$ cat src/rtl/seq_div16x8_if.sv
// Operand/result handshake bundle for the sequential 16/8 divider.
// master drives operands and out_ready; slave is the divider.
interface seq_div16x8_if;
    logic        in_valid;
    logic        in_ready;
    logic [15:0] dividend;
    logic [7:0]  divisor;
    logic        out_valid;
    logic        out_ready;
    logic [15:0] quotient;
    logic [7:0]  remainder;
    logic        div_by_zero;

    modport master (
        output in_valid, dividend, divisor, out_ready,
        input  in_ready, out_valid, quotient, remainder, div_by_zero
    );

    modport slave (
        input  in_valid, dividend, divisor, out_ready,
        output in_ready, out_valid, quotient, remainder, div_by_zero
    );
endinterface

$ cat src/rtl/seq_div16x8.sv
// Restoring 16/8 divider, one quotient bit per cycle; result N=16-APPROX_LSBS edges after accept (1 for /0).
// Backpressure: result held in DONE until out_ready; in_ready low while an operation is in flight.
module seq_div16x8 #(
    parameter int APPROX_LSBS = 0
) (
    input  logic         clk,
    input  logic         rst_n,
    seq_div16x8_if.slave bus
);
    localparam int         N    = 16 - APPROX_LSBS;
    localparam logic [4:0] NCNT = 5'(N);

    typedef enum logic [1:0] {IDLE, CALC, DONE} state_t;

    state_t      state;
    logic [4:0]  cnt;
    logic [15:0] sreg;
    logic [7:0]  rem;
    logic [7:0]  dsr;

    logic [8:0]  trial;
    logic [8:0]  diff;
    logic        ge;
    logic [7:0]  rem_nxt;
    logic [15:0] sreg_nxt;

    // sreg holds the shifted dividend in its low N bits; quotient bits enter at
    // the LSB as dividend bits leave at position N-1, so after N steps the low
    // N bits are q'.
    always_comb begin
        trial    = {rem, sreg[N-1]};
        diff     = trial - {1'b0, dsr};
        ge       = (trial >= {1'b0, dsr});
        rem_nxt  = ge ? diff[7:0] : trial[7:0];
        sreg_nxt = {sreg[14:0], ge};
    end

    always_ff @(posedge clk or negedge rst_n) begin
        if (!rst_n) begin
            state           <= IDLE;
            cnt             <= 5'd0;
            sreg            <= 16'd0;
            rem             <= 8'd0;
            dsr             <= 8'd0;
            bus.in_ready    <= 1'b1;
            bus.out_valid   <= 1'b0;
            bus.quotient    <= 16'd0;
            bus.remainder   <= 8'd0;
            bus.div_by_zero <= 1'b0;
        end else begin
            case (state)
                IDLE: begin
                    if (bus.in_valid) begin
                        bus.in_ready <= 1'b0;
                        dsr          <= bus.divisor;
                        if (bus.divisor == 8'd0) begin
                            state           <= DONE;
                            bus.quotient    <= 16'hFFFF;
                            bus.remainder   <= bus.dividend[7:0];
                            bus.div_by_zero <= 1'b1;
                        end else begin
                            state <= CALC;
                            cnt   <= NCNT;
                            rem   <= 8'd0;
                            sreg  <= bus.dividend >> APPROX_LSBS;
                        end
                    end
                end
                CALC: begin
                    rem  <= rem_nxt;
                    sreg <= sreg_nxt;
                    cnt  <= cnt - 5'd1;
                    if (cnt == 5'd1) begin
                        state           <= DONE;
                        bus.out_valid   <= 1'b1;
                        // Left shift drops the stale upper bits and zero-fills the skipped LSBs.
                        bus.quotient    <= sreg_nxt << APPROX_LSBS;
                        bus.remainder   <= rem_nxt;
                        bus.div_by_zero <= 1'b0;
                    end
                end
                DONE: begin
                    // Divide-by-zero arrives here with out_valid still low; raise it one edge later.
                    if (!bus.out_valid) begin
                        bus.out_valid <= 1'b1;
                    end else if (bus.out_ready) begin
                        bus.out_valid <= 1'b0;
                        bus.in_ready  <= 1'b1;
                        state         <= IDLE;
                    end
                end
                default: state <= IDLE;
            endcase
        end
    end
endmodule

$ cat src/flat_wrapper.sv
// flat-port wrapper written by rule: the top's interface ports become plain ports
module seq_div16x8_flat 
#(
    parameter int APPROX_LSBS = 0
)
  (clk, rst_n, bus_in_valid, bus_dividend, bus_divisor, bus_out_ready, bus_in_ready, bus_out_valid, bus_quotient, bus_remainder, bus_div_by_zero);
  seq_div16x8_if bus_i ();
  input  logic clk;
  input  logic rst_n;
  input wire logic [$bits(bus_i.in_valid)-1:0] bus_in_valid;
  input wire logic [$bits(bus_i.dividend)-1:0] bus_dividend;
  input wire logic [$bits(bus_i.divisor)-1:0] bus_divisor;
  input wire logic [$bits(bus_i.out_ready)-1:0] bus_out_ready;
  output wire logic [$bits(bus_i.in_ready)-1:0] bus_in_ready;
  output wire logic [$bits(bus_i.out_valid)-1:0] bus_out_valid;
  output wire logic [$bits(bus_i.quotient)-1:0] bus_quotient;
  output wire logic [$bits(bus_i.remainder)-1:0] bus_remainder;
  output wire logic [$bits(bus_i.div_by_zero)-1:0] bus_div_by_zero;
  assign bus_i.in_valid = bus_in_valid;
  assign bus_i.dividend = bus_dividend;
  assign bus_i.divisor = bus_divisor;
  assign bus_i.out_ready = bus_out_ready;
  assign bus_in_ready = bus_i.in_ready;
  assign bus_out_valid = bus_i.out_valid;
  assign bus_quotient = bus_i.quotient;
  assign bus_remainder = bus_i.remainder;
  assign bus_div_by_zero = bus_i.div_by_zero;
  seq_div16x8 #(.APPROX_LSBS(APPROX_LSBS)) u_core (.clk(clk), .rst_n(rst_n), .bus(bus_i));
endmodule
$ cat config.mk
export PLATFORM = sky130hd
export DESIGN_NAME = seq_div16x8_flat
export DESIGN_NICKNAME = d
export VERILOG_FILES = /design/src/rtl/seq_div16x8_if.sv /design/src/rtl/seq_div16x8.sv /design/src/flat_wrapper.sv
export SDC_FILE = /design/constraint.sdc
export NUM_CORES = 1
export LEC_CHECK = 0
export CORE_UTILIZATION = 45
export DETAILED_ROUTE_END_ITERATION = 6
export HOLD_SLACK_MARGIN = 0.15
export PLACE_DENSITY = 0.72
export SLEW_MARGIN = 10
export SYNTH_ARGS = -nofsm -noshare
export SYNTH_HDL_FRONTEND = slang
export SYNTH_SLANG_ARGS = --single-unit
$ cat constraint.sdc
create_clock -name clk -period 4 [get_ports clk]
set_input_delay 0.8 -clock clk [delete_from_list [all_inputs] [get_ports clk]]
set_output_delay 0.8 -clock clk [all_outputs]
set_load 0.005 [all_outputs]
==> summary.md <==
| Metric | Value |
|---|---|
| Worst skew pair latency | 0.34 ns |
| Layout Nets | 447 |
| CTS Sinks | 66 |
| Avg Vias per Cell | 5.32 |
| Layout cells sized above 1 | 7.99% |
| Final setup vio count | 0 |
| Hold WS | 0.499 ns |
| Vias in the first global route | 2588 |
| Post-CTS Resized | 0 |
| Status | finished clean |
| Worst EP arrival | 2.75 ns |
| WS Path Type | input pin to flip-flop |
| CTS tree | done |
| Crit path to | u_core.cnt[2] |
| Total CTS buffers | 9 |
| Largest net degree at the start of global routing | 47 |
| Ant diodes | 0 |
| Final Critical Period | 2.53 ns |
| #FFs+latches synth | 66 |
| Reg2Reg Setup Slack | 1.63 ns |
| Worst Tran Pin Value | 1.04 ns |
| Rel. slew slack | 30.9% |
| Setup_tns | 0 ns |
| IO Port Bufs | 54 |
| Post-synth EDFFs | 0 |
| Post-Route WL | 7.17 mm |
| GRT Total Usage | 21.0% |
| Reg-to-Reg Start | u_core.rem[1] |
| Post-DR wirelength/cell | 14.1 um |
| Crit path from | bus_divisor[3] |
| Htree depth | 3 |
| Initial Util | 47.1% |
| Hold Buf Count CTS | 0 |
| Critical Path RT | 4.22 ns |
| Post-synth net total | 396 |
| Critical Path Fanout Max | 33 |
| Achievable Freq | 395 MHz |
| Met3 Usage GRT | 3.22% |
| Clock Tree Buf Depth | 2 |
| Final Cycle Share | 63.3% |
| Asr flop ratio synth | 100% |
| Die Width | 87.0 um |
| VDD IR-drop max | 0.432 mV |
| Clk_skew | 0.00946 ns |
| Total gr overflow | 0 |
| Final setup margin | 1.47 ns |
| Area growth syn-to-layout | 24.9% |
| Placement Setup Slack | 1.10 ns |
| TritonRoute pass-1 iters | 4 |
| Mapped Cells | 357 |
| GR Layer Usage met1 | 28.2% |
| GP Congestion | 0.798 |
| Post-synthesis cell area | 3250 um^2 |
| Row cnt | 30 |
| Power Total | 0.00359 W |
| Final Hold Fails | 0 |
| Post-Syn Area per Cell | 9.12 um^2 |
| Via count | 2709 |
| Max-cap viol count | 0 |
| P_leak | 1.73 nW |
| Total number of yosys warnings | 0 |
| Die Height | 87.0 um |
| Met2 Resource Use GR | 34.4% |
| Detailed-route DRC error count | 0 |
| Fin. max-slew vios | 0 |
| DIE AREA | 7580 um^2 |
| Pwr per Cell Area | 884 nW/um^2 |
| Hold WC Path Type | flip-flop to flip-flop |
| Post-synthesis cell type count | 44 |
| Starting DRC count in detailed routing | 174 |
| RSZ-0062 raised after global routing | no |
| Worst setup EP type | flip-flop |
| CTS clk-pin slew, worst paths | 0.07 ns |
| Core footprint | 6910 um^2 |
| Num ports | 55 |
| First-pass GRT wire length | 12.1 mm |
| Setup bufs post-CTS | 0 |
| Register area share after synthesis | 50.8% |
| Initial antenna violation count | 0 |
| Gr busiest metal | met2 |
| Post-DP HPWL | 4.92 mm |
| Startpoint Class | input pin |
| Antenna viol nets, final | 0 |
| Clock root cell | clkbuf_8 |
| Reg2reg path depth | 7 |
| Critical R2R Capture | u_core.bus.remainder[3] |
| Main synth FF type | dfrtp_1 |
-- metal layers --
metal	part of all wire (%)	wire, um
met1	46	3330
met2	48	3460
met3	4.0	288
met4	1.3	91
met5	0	0
-- where the power goes --
| part | switching, W | internal, W | total [W] |
|---|---|---|---|
| sequential | 0.000222 | 0.000991 | 0.00121 |
| combinational | 0.000958 | 0.000810 | 0.00177 |
| clock | 0.000265 | 0.000349 | 0.000614 |
-- worst min path at each step --
stage                                    to  depth (start not counted)  slack [ns]                    start
floorplan                     u_core.rem[7]                          2        0.45            u_core.rem[7]
global placement    u_core.bus.remainder[1]                          2        0.48  u_core.bus.remainder[1]
detailed placement  u_core.bus.remainder[1]                          2        0.48  u_core.bus.remainder[1]
CTS                 u_core.bus.remainder[1]                          2        0.50  u_core.bus.remainder[1]
global route                  u_core.rem[7]                          2        0.53            u_core.rem[7]
finish              u_core.bus.remainder[3]                          2        0.50  u_core.bus.remainder[3]
-- cells in the final DEF (no fill, tap or decap), types with 3 or more instances in the layout --
cell type | Yosys | routed
clkdlybuf4s50_1 | 0 | 53
mux2i_1 | 3 | 3
nand3_1 | 4 | 4
inv_1 | 12 | 12
dfrtp_1 | 65 | 65
o21ai_0 | 23 | 23
o22ai_1 | 3 | 3
o221ai_1 | 4 | 4
nand2_1 | 61 | 61
clkbuf_8 | 0 | 9
a21oi_1 | 11 | 11
a21o_1 | 3 | 3
xnor2_1 | 4 | 4
ha_1 | 10 | 10
o21a_1 | 3 | 3
nor2b_1 | 4 | 4
nor3_1 | 19 | 19
nor2_1 | 57 | 57
a211oi_1 | 4 | 4
a31oi_1 | 17 | 17
buf_4 | 2 | 4
-- worst max-delay path: stages --
cell	delay, ns
clkdlybuf4s50_1	0.43
or4_4	0.62
o21ai_2	0.20
a21oi_2	0.07
buf_4	0.25
nand2_1	0.15
xor2_1	0.18
nor2_1	0.06
-- flip-flops by register name, summed over array words and instances (netlist names) --
name,count
u_core.bus.quotient,16
u_core.sreg,16
u_core.bus.remainder,8
u_core.dsr,8
u_core.rem,8
u_core.cnt,5
u_core.state,2
u_core.bus.div_by_zero,1
u_core.bus.in_ready,1
u_core.bus.out_valid,1
-- metrics by stage --
step / instances / util, % / instance area (um^2)
floorplan: 357 / - / 3250
finish: 509 / 58.9 / 4070
global placement: 493 / 55.7 / 3850
global route: 509 / 58.9 / 4070
detailed placement: 493 / 55.7 / 3850
CTS: 509 / 58.9 / 4070
-- layout make-up --
cell class                 count  area [um^2]
fill                         625         2840
sequential                    66         1650
multi-input combinational    261         1460
timing repair buffer          58          566
clock buffer                   9          124
tap                           96          120
clock inverter                 7         93.8
inverter                      12         45.0
-- Yosys cell counts, types with 2 or more instances --
master,count,area [um^2]
or4_1,2,15.0
o21ai_0,23,115
xnor2_1,4,35.0
o21a_1,3,22.5
buf_4,2,15.0
nand2b_1,2,12.5
nor3_1,19,95.1
o22ai_1,3,18.8
mux2i_1,3,30.0
a211oi_1,4,30.0
o221ai_1,4,35.0
nor2_8,2,40.0
o31ai_1,2,15.0
o21ai_1,2,10.0
nand2_1,61,229
nand3_1,4,20.0
a21oi_1,11,55.1
a21oi_2,2,17.5
inv_1,12,45.0
or4_4,2,22.5
nand2_2,2,12.5
clkbuf_1,7,26.3
ha_1,10,125
a31oi_1,17,106
dfrtp_1,65,1630
buf_2,8,40.0
a21o_1,3,22.5
nor2_1,57,214
o31a_1,2,17.5
or3_1,2,12.5
nor2b_1,4,25.0
-- cell families after synthesis --
logic type / synth area share (%)
and+or+nand+nor: 22.1
AOI/OAI and AO/OA: 15.8
DFF: 50.8
buffers and inverters: 4.23
adders and majority gates: 4.46
xor gates and xnor gates: 1.35
muxes: 1.27
Power figures use the tool's default switching activity.
